===== src/rtl/noc_params.sv =====
// Shared NoC link parameters: flit width default, flit-type field and codes,
// and the packet-framing FSM state encoding.
// Imported by link_transmitter and its credit counter.
package noc_params;

  localparam int FLIT_SIZE_DEF = 16;

  // Flit type occupies the top TYPE_W bits of each flit.
  localparam int TYPE_W = 2;

  localparam logic [TYPE_W-1:0] HEAD     = 2'b00;
  localparam logic [TYPE_W-1:0] BODY     = 2'b01;
  localparam logic [TYPE_W-1:0] TAIL     = 2'b10;
  localparam logic [TYPE_W-1:0] HEADTAIL = 2'b11;

  // Wormhole framing FSM: PACKET means a HEAD has opened a packet that no TAIL has closed yet.
  localparam logic [0:0] ST_IDLE   = 1'b0;
  localparam logic [0:0] ST_PACKET = 1'b1;

endpackage


===== src/rtl/link_transmitter_credit_counter.sv =====
// Purpose: up/down credit counter that saturates at MAX and flags overflow.
// Latency: count updates one cycle after inc/dec; overflow is combinational from inc/dec.
// Backpressure: none; dec must only be asserted while nonzero is high.
// Ports: clk, rst (sync, active-high), inc, dec -> count, nonzero, overflow.
module credit_counter #(
  parameter int MAX   = 8,
  parameter int WIDTH = $clog2(MAX + 1)
) (
  input  logic             clk,
  input  logic             rst,
  input  logic             inc,
  input  logic             dec,
  output logic [WIDTH-1:0] count,
  output logic             nonzero,
  output logic             overflow
);

  logic [WIDTH-1:0] count_q, count_d;

  always_comb begin
    count_d  = count_q;
    overflow = 1'b0;
    if (inc && !dec) begin
      // A returned credit with the counter already full means the receiver
      // handed back more slots than exist; hold at MAX and report it.
      if (count_q == WIDTH'(MAX)) begin
        overflow = 1'b1;
      end else begin
        count_d = count_q + WIDTH'(1);
      end
    end else if (dec && !inc) begin
      count_d = count_q - WIDTH'(1);
    end
  end

  always_ff @(posedge clk) begin
    if (rst) begin
      count_q <= WIDTH'(MAX);
    end else begin
      count_q <= count_d;
    end
  end

  assign count   = count_q;
  assign nonzero = (count_q != '0);

endmodule


===== src/rtl/link_transmitter.sv =====
// Purpose: credit-based link transmitter with wormhole framing check; illegal flits are dropped and flagged.
// Latency: accepted flit appears on flit_o/valid_o one cycle later; credit_i visible on credits_o next cycle.
// Backpressure: ready_o = credits available (registered); the link itself has no backpressure.
// Ports: clk, rst | flit_i, valid_i, ready_o (switch side) | credit_i, flit_o, valid_o (link side)
//        | credits_o, busy_o (packet open), error_o (sticky: dropped flit or credit overflow).
module link_transmitter
  import noc_params::*;
#(
  parameter  int BUFFER_SIZE  = 8,
  parameter  int FLIT_SIZE    = FLIT_SIZE_DEF,
  localparam int CREDIT_WIDTH = $clog2(BUFFER_SIZE + 1)
) (
  input  logic                    clk,
  input  logic                    rst,
  input  logic [FLIT_SIZE-1:0]    flit_i,
  input  logic                    valid_i,
  output logic                    ready_o,
  input  logic                    credit_i,
  output logic [FLIT_SIZE-1:0]    flit_o,
  output logic                    valid_o,
  output logic [CREDIT_WIDTH-1:0] credits_o,
  output logic                    busy_o,
  output logic                    error_o
);

  logic [0:0]           state_q, state_d;
  logic                 valid_q, valid_d;
  logic [FLIT_SIZE-1:0] flit_q, flit_d;
  logic                 error_q, error_d;

  logic [TYPE_W-1:0]    flit_type;
  logic                 accept, legal, send, drop;
  logic                 credits_nonzero, credit_overflow;

  credit_counter #(
    .MAX   (BUFFER_SIZE),
    .WIDTH (CREDIT_WIDTH)
  ) u_credit_counter (
    .clk      (clk),
    .rst      (rst),
    .inc      (credit_i),
    .dec      (send),
    .count    (credits_o),
    .nonzero  (credits_nonzero),
    .overflow (credit_overflow)
  );

  // ready_o comes straight from the registered credit count, so a credit
  // returned this cycle only opens the input on the next one.
  assign ready_o   = credits_nonzero;
  assign accept    = valid_i && ready_o;
  assign flit_type = flit_i[FLIT_SIZE-1 -: TYPE_W];

  // A packet may only open when none is open and only continue/close when one is.
  assign legal = (state_q == ST_IDLE) ? (flit_type == HEAD || flit_type == HEADTAIL)
                                      : (flit_type == BODY || flit_type == TAIL);
  assign send  = accept && legal;
  assign drop  = accept && !legal;

  always_comb begin
    state_d = state_q;
    valid_d = 1'b0;
    flit_d  = flit_q;
    if (send) begin
      valid_d = 1'b1;
      flit_d  = flit_i;
      if (state_q == ST_IDLE && flit_type == HEAD) begin
        state_d = ST_PACKET;
      end else if (state_q == ST_PACKET && flit_type == TAIL) begin
        state_d = ST_IDLE;
      end
    end
    error_d = error_q || drop || credit_overflow;
  end

  always_ff @(posedge clk) begin
    if (rst) begin
      state_q <= ST_IDLE;
      valid_q <= 1'b0;
      flit_q  <= '0;
      error_q <= 1'b0;
    end else begin
      state_q <= state_d;
      valid_q <= valid_d;
      flit_q  <= flit_d;
      error_q <= error_d;
    end
  end

  assign flit_o  = flit_q;
  assign valid_o = valid_q;
  assign busy_o  = (state_q == ST_PACKET);
  assign error_o = error_q;

endmodule


===== config.mk =====
export PLATFORM = sky130hd
export DESIGN_NAME = link_transmitter
export DESIGN_NICKNAME = d
export VERILOG_FILES = /design/src/rtl/noc_params.sv /design/src/rtl/link_transmitter_credit_counter.sv /design/src/rtl/link_transmitter.sv
export SDC_FILE = /design/constraint.sdc
export NUM_CORES = 1
export LEC_CHECK = 0
export CORE_MARGIN = 8
export CORE_UTILIZATION = 43
export CTS_BUF_LIST = sky130_fd_sc_hd__clkbuf_4
export DETAILED_ROUTE_END_ITERATION = 10
export GPL_TIMING_DRIVEN = 0
export PLACE_DENSITY = 0.81
export SYNTH_ARGS = -nofsm -noshare
export SYNTH_HDL_FRONTEND = slang
export SYNTH_SLANG_ARGS = --single-unit
export TNS_END_PERCENT = 1

===== constraint.sdc =====
create_clock -name clk -period 4 [get_ports clk]
set_input_delay 1 -clock clk [delete_from_list [all_inputs] [get_ports clk]]
set_output_delay 1 -clock clk [all_outputs]
set_load 0.02 [all_outputs]

# Word-level counts from Yosys, hierarchy flattened
# Cells that the tools add are included.
# totals
rom_bits	0
latch_bits	0
output_inout_bits	24
mem_count	0
ff_bits	23
mem_bits_rw	0
# classes
div_mod_pow	0
shift	0
order_cmp	0
n_reduce_logical	20
mul	0
eq_ne	5
mux	9
n_bitwise	1
addsub	2
# op_table
cell	count
$mux 4	3
$logic_and 1x1->1	7
$mux 1	6
$add 4x1->4 const B	1
$eq 2x2->1 const B	2
$eq 4x4->1 const B	1
$logic_or 1x1->1	4
$reduce_and 2->1	2
$reduce_bool 2->1	2
$reduce_bool 4->1	1
$sub 4x1->4 const B	1
$logic_not 1->1	3
$eq 2x1->1 const B	1
$logic_not 2->1	1
$ne 2x2->1 const B	1
$not 1->1	1

# Depth between registers and ports, before layout
# depth
depth_word	8
depth_mapped	11

# Cells and area by module
# From an unflattened synthesis, not the netlist that was laid out.
# unflattened
cells_unflattened	116
hier_area_um2	1176.1
# by_module_without_submodules
mod	seq_area_each_um2	cells_per_inst	instances	area_each_um2
link_transmitter	380.4	86	1	865.8
credit_counter	80.1	30	1	310.3

# Worst setup path before layout
# No wires, ideal clock.
# synth_path
kind	input-to-reg
startpoint	input flit_i[14]
endpoint	register u_credit_counter.count_q[3] (netlist: u_credit_counter.count[3])
path_stages	11
setup_slack_ps	737
t_arrival_ps	3191
cell_sequence	inv_1 -> ha_1 -> xnor2_1 -> nand2_2 -> buf_2 -> nand2_1 -> ha_1 -> a21o_1 -> a21oi_1 -> mux2i_1 -> mux2i_1
# synth_via
elab_chain_cells	8
elab_cells_between_ends	15
classes_between	4 x eq/ne; 2 x mux; 9 x reduce/logical
# synth_rtl
element	line_no	text
start, declared	link_transmitter.sv:15	input logic [FLIT_SIZE-1:0] flit_i,
$eq 2x2->1, or another cell as far along	link_transmitter.sv:55	assign legal = (state_q == ST_IDLE) ? (flit_type == HEAD || flit_type == HEADTAIL)
$logic_or 1x1->1 (on tied branches)	link_transmitter.sv:55, link_transmitter.sv:56	
$mux 1 (*)	link_transmitter.sv:55	
$logic_and 1x1->1 (*)	link_transmitter.sv:57	assign send = accept && legal;
$logic_not 1->1	link_transmitter_credit_counter.sv:23	if (inc && !dec) begin
$logic_and 1x1->1	link_transmitter_credit_counter.sv:23	
$ne 2x2->1 (no source line) or $reduce_bool 2->1 (tied branches)	--	
$reduce_and 2->1 (no source line)	--	
end signal, assigned	link_transmitter_credit_counter.sv:38	count_q <= WIDTH'(MAX);
end signal, assigned	link_transmitter_credit_counter.sv:40	count_q <= count_d;
end, declared	link_transmitter_credit_counter.sv:18	logic [WIDTH-1:0] count_q, count_d;
# Every way passes the cells marked *; elsewhere a longest branch is shown, timed or not.
# A chain may end at the register's enable or synchronous reset.

# Worst setup path in the final report
# Ends and elaborated chain as after synthesis.

==> metrics.yaml <==
core_area_um2: 2250
finalSetupViolations: 0
final-hold-violation-count: 0
slowest_delay_ns: 0.49
yosysWarnings: 0
initial_core_util_pct: 45.9
p_per_area_nw_per_um2: 458
hold_ws_ns: 0.464
arrival_ns: 3.99
grt_pass1_vias: 978
cp_top_family: "buffers and inverters"
drtIter0Drc: 26
final_util_pct: 67.8
combPwrFrac_pct: 41.5
critical_path_class: "input pin to register"
synth_top_family_by_area: "simple AND/OR/NAND/NOR gates"
final_common_cell: "clkdlybuf4s50_1"
antenna_found_initial: 0
regToRegEndpoint: "u_credit_counter.count[3]"
hold_buffers: 0
wl_met3_um: 250
crit_buf_inv: 3
hold_path.class: "register to register"
holdPathEnd: "flit_o[11]"
maxSlewViolCount: 0
r2r_start: "u_credit_counter.count[0]"
yosysTopAreaCell: "dfxtp_1"
drc: 0
power_frac_seq_pct: 43.2
vias_per_cell: 5.18
grt_usage_pct: 13.1
grt_max_degree: 14
met1Wirelength_um: 1040
crit_path_cell_trace: "clkdlybuf4s50_1 > inv_1 > ha_1 > xnor2_1 > nand2_2 > buf_2 > nand2_1 > ha_1 > a21o_1 > a21oi_1 > mux2i_1 > mux2i_1"
die_width_um: 65.1
die_height_um: 65.1
yosys-top-cells-area: "dfxtp_1 (44%), nand2_1 (13%), a21oi_1 (9.7%), ha_1 (4.8%), o41a_4 (2.1%)"
io_buffer_count: 43
syn_inst: 121
synth_xor_xnor_area_share_pct: 2.54
area_delta_synth_final_pct: 47.6
fin_crit_sh_pct: 93.4
clkTransAtPathRegs_ns: 0.13
holdPathStages: 2
rsz0062_at_grt: "no"
r2r_slack_ns: 1.26
cts_made_buffers: 3
internal_power_mw: 0.439
grt_pass1_wl_um: 4490
drive_gt1_share_pct: 6.55
synth_seq_cells: 23
static-leakage-power_nw: 0.587
top_layer: "met4"
timing.final.ws_setup_ns: 0.265
final_cell_mix: "clkdlybuf4s50_1 (43), nand2_1 (35), dfxtp_1 (23), a21oi_1 (20)"
maxCapViolations: 0
clock-sinks: 23
endpoint_kind: "register"
worstPathRequired_ns: 4.25
start_kind: "input pin"
synth.area.mux_share_pct: 1.93
power_frac_clock_pct: 15.3
syn_avg_cell_area_um2: 8.56
synth_cell_type_count: 28
fin_worst_skew_ns: 0.00384
preCtsSetupSlack_ns: -0.0960
dp_hpwl_um: 2100
slew_headroom_pct: 67.0
path_max_fanout: 10
p_sw_share_pct: 37.2
clockBufferDepth: 2
wire_per_inst_um: 13.6
num-nets-final: 194
firstDrtPassIters: 4
grt_overflow: 0
drt_wl_total_um: 2670
detail-route-antenna-nets: 0
yosys.area_share.adder_pct: 6.76
vias: 1016
synthSimpleGateAreaFrac_pct: 22.1
run_status: "finished, final reports clean"
postCtsSetupBuffers: 0
clk_latency_ns: 0.31
tritoncts: "built"
min-delay-start: "flit_o[11]"
ioPinCount: 44
htreeDepth: 1
dr_wl_met2_um: 1350
max_freq_ghz: 0.268
tightest_slew_ns: 0.491
synth_top_area_share_pct: 44.4
syn_area_um2: 1040
antennaDiodeCount: 0
routabilityCongestion: 0.767
seq_area_frac_synth_pct: 44.4
reg2reg_depth: 9
num_rows: 17
p_total_mw: 0.700
cts_resized: 0
ir_drop_mv: 0.329
final.min_clock_period_ns: 3.73
switchingPower_mw: 0.260
dieArea_um2: 4240
cp_slowest_cell: "clkdlybuf4s50_1"
cts_root_buf: "clkbuf_4"
synth_compound_area_share_pct: 19.2
syn-num-nets: 146
-- synth_stat cells --
cell,n
nand2_1,35
dfxtp_1,23
a21oi_1,20
ha_1,4
inv_1,4
nor2_1,4
clkbuf_1,3
nand3_1,3
nor3_1,3
mux2i_1,2
o21ai_0,2
xor2_1,2
a211o_1,1
a211oi_4,1
a21o_1,1
a2bb2oi_1,1
a31oi_1,1
buf_2,1
fa_1,1
nand2_2,1
nor2b_1,1
nor3_2,1
nor3b_1,1
nor4b_2,1
o41a_4,1
o41ai_2,1
or4_1,1
xnor2_1,1
-- cell families (layout without fill, tap and decap cells) --
kind of cell / count (synthesis) / after routing
mux: 2 / 2
fa+ha+maj: 5 / 5
compound gates: 29 / 29
simple gates: 51 / 51
buf+inv: 8 / 55
flops: 23 / 23
xor+xnor: 3 / 3
-- area by class of cell --
cell class / count / area (um^2)
plain buffers: 4 / 16.3
clock buffers: 3 / 22.5
clock inverters: 1 / 5.00
fillers: 195 / 726
inverters: 4 / 15.0
multi-input cells: 90 / 544
flip-flops and latches: 23 / 460
well taps: 28 / 35.0
repair buffers: 43 / 430
-- worst max-delay path by stage --
stage / startpoint / endpoint / slack [ns] / cells past startpoint
floorplan: flit_i[14] / u_credit_counter.count[3] / 0.74 / 11
global placement: flit_i[14] / u_credit_counter.count[3] / 0.02 / 12
detailed placement: flit_i[14] / u_credit_counter.count[3] / -0.1 / 12
CTS: flit_i[14] / u_credit_counter.count[3] / 0.25 / 12
global route: flit_i[14] / u_credit_counter.count[3] / 0.05 / 12
finish: flit_i[14] / u_credit_counter.count[3] / 0.27 / 12
-- registers in the layout (all words and copies together), names as in the netlist --
signal and flops:
busy_o 1, error_o 1, flit_o 16, u_credit_counter.count 4, valid_o 1
-- routing by layer --
layer  track usage (%)  vias to the layer above
met2              22.5                       31
met5                 0                        -
met3              6.19                        4
li1                  -                      506
met4              4.90                        0
met1              13.6                      475
-- worst reg2reg max path, cell delays in order, from the launching register on --
cell,delay [ns]
dfxtp_1,0.45
o41a_4,0.59
nand2_2,0.19
buf_2,0.25
nand2_1,0.15
ha_1,0.29
a21o_1,0.18
a21oi_1,0.17
mux2i_1,0.23
mux2i_1,0.19
-- per-stage QoR --
step	instances	area, um^2	setup TNS [ns]
2_1_floorplan	121	1040	0
3_5_place_dp	192	1500	-0.0960
4_1_cts	196	1530	0
5_1_grt	196	1530	0
3_3_place_gp	192	1500	0
6_report	196	1530	0
-- power by group through the flow --
| stage | Combinational (mW) | Sequential, mW | Clock [mW] |
|---|---|---|---|
| final | 0.290 | 0.302 | 0.107 |
| after global routing | 0.319 | 0.310 | 0.120 |
| after CTS | 0.294 | 0.302 | 0.110 |
| after detailed placement | 0.293 | 0.307 | 0 |
| after global placement | 0.285 | 0.304 | 0 |
| after floorplan | 0.141 | 0.339 | 0 |
Power figures use the tool's default switching activity.
==> variant (same settings) <==
Register the output `credits_o`, cleared by the reset; this adds one clock of latency there. The other outputs are not delayed to match. Comments in the files are not updated.
--- a/src/rtl/link_transmitter.sv
+++ b/src/rtl/link_transmitter.sv
@@ -25,2 +25,4 @@
 
+  logic [CREDIT_WIDTH-1:0] credits_d;
+
   logic [0:0]           state_q, state_d;
@@ -42,3 +44,3 @@
     .dec      (send),
-    .count    (credits_o),
+    .count    (credits_d),
     .nonzero  (credits_nonzero),
@@ -94,2 +96,10 @@
 
+  always_ff @(posedge clk) begin
+    if (rst) begin
+      credits_o <= '0;
+    end else begin
+      credits_o <= credits_d;
+    end
+  end
+
 endmodule
Check against the original RTL: not equivalent (Yosys sat finds a counterexample within 4 cycles, from zero or initial values and one cycle with rst high).
==> variant against the original RTL <==
  * Sequential power grew 20%
  * Routed wire length rose by 2.1%
  * Setup slack improved by 0.070 ns
  * Sequential share of layout area grew 4.0 points
  * Fmax is 1.9% higher
  * Count of clock-buffer cells in the layout rose by 1
  * Total power rose by 17%
  * Via count shrank 0.20%
  * Design area grew 3.6%
  * Area after synthesis rose by 5.8%
  * Sequential cell count is 4 higher
==> variant: results (changes against the original RTL) <==
{| class="wikitable"
! Metric !! Value
|-
| Fraction of final layout cells sized beyond drive strength 1 || 7.06% (was 6.55%)
|-
| Setup slack at placement || 0.0213 ns (was -0.0960 ns)
|-
| Overall power || 0.816 mW (was 0.700 mW)
|-
| Portion of netlist area occupied by mux cells || 4.00% (was 1.93%)
|-
| Register area share after synthesis || 49.3% (was 44.4%)
|-
| Largest net degree at the start of global routing || 15 (was 14)
|-
| R2R Setup Slk || 1.33 ns (was 1.26 ns)
|-
| Half-perimeter wire length after detailed placement || 2.17 mm (was 2.10 mm)
|-
| Grt met1 use || 14.4% (was 13.6%)
|-
| Setup skew after layout || 0.00787 ns (was 0.00384 ns)
|-
| Fraction of the cycle the final worst path needs || 91.6% (was 93.4%)
|-
| Global-route wire length before repair || 4.55 mm (was 4.49 mm)
|-
| Fraction of the mapped netlist area in compound gates || 15.8% (was 19.2%)
|-
| Global Route met3 Usage || 5.87% (was 6.19%)
|-
| Mean cell area of the mapped netlist || 8.84 um2 (was 8.56 um2)
|-
| Run status || completed (unchanged)
|-
| Post-place instance area || 1550 um2 (was 1500 um2)
|-
| Comb group || 0.332 mW (was 0.290 mW)
|-
| Top cells by count, synth || 34 x nand2_1, 27 x dfxtp_1, 19 x a21oi_1 (was 35 x nand2_1, 23 x dfxtp_1, 20 x a21oi_1)
|-
| Met2 Usage GRT || 21.4% (was 22.5%)
|-
| Peak fanout along the critical path || 10 (unchanged)
|-
| Leakage power figure || 0.620 nW (was 0.587 nW)
|-
| Clk power || 0.121 mW (was 0.107 mW)
|-
| Number of instances in the synthesized netlist || 124 (was 121)
|-
| Internal portion of total power || 0.532 mW (was 0.439 mW)
|-
| Global router's overall resource usage || 12.7% (was 13.1%)
|-
| Top cells by area, synth || dfxtp_1 49%, nand2_1 12%, a21oi_1 8.7%, ha_1 4.6%, mux2_2 3.1% (was dfxtp_1 44%, nand2_1 13%, a21oi_1 9.7%, ha_1 4.8%, o41a_4 2.1%)
|-
| Average wire length per cell after detail routing || 13.6 um (about the same)
|-
| Violation count after the first detailed-route iteration || 49 (was 26)
|-
| Fillcell total || 219 (was 195)
|-
| Count of different cell masters after synthesis || 27 (was 28)
|-
| Met3 WL post-DR || 349 um (was 250 um)
|-
| Synthesized netlist net count || 149 (was 146)
|-
| Signal arrival time at the worst endpoint || 3.93 ns (was 3.99 ns)
|-
| Destination of the worst hold path || flit_o[10] (was flit_o[11])
|-
| Metal-1 WL || 1.11 mm (was 1.04 mm)
|-
| Clk Tree Root Cell || clkbuf_4 (unchanged)
|-
| Final non-filler cell total || 200 (was 196)
|-
| Critical hold path startpoint || flit_o[10] (was flit_o[11])
|-
| Met2 Routed Length || 1.25 mm (was 1.35 mm)
|-
| Measured slew at the worst slew-check pin || 0.530 ns (was 0.491 ns)
|-
| Adder-cell share of the synthesized area || 6.39% (was 6.76%)
|-
| Count of input and output buffers || 42 (was 43)
|-
| Placer congestion estimate || 0.797 (was 0.767)
|-
| Synth Area in XOR/XNOR || 1.60% (was 2.54%)
|}
## variant: changes by cell type in the layout (fill, tap and decap cells not counted), moves of 2 or more
cell,change
buf_4,+2
nor2_1,+3
nand3_1,-3
mux2_2,+3
nor2b_1,+4
dfxtp_1,+4
nor3_1,-3
## variant: layout make-up
class	instances	area, um2	area share (%)
buffer	6	31.3	1.97
clock buffer	4	30.0	1.90
timing repair buffer	42	420	26.5
tap	30	37.5	2.37
inverter	3	11.3	0.711
sequential	27	541	34.1
multi-input combinational	88	513	32.4
## variant: cells by family (layout without fill, tap and decap cells)
group,count (synthesis),count (layout)
simple gates,49,49
mux,4,4
compound gates,28,28
xor+xnor,2,2
buf+inv,9,55
fa+ha+maj,5,5
flops,27,27
## variant: worst register-to-register path: stages, from the launching register on
cell      delay [ns]
dfxtp_1         0.42
o41a_1          0.49
nand2b_1        0.14
buf_2           0.23
nand2_1         0.14
ha_1            0.32
a21o_1          0.20
a211o_1         0.30
o22ai_1         0.19
mux2i_1         0.19
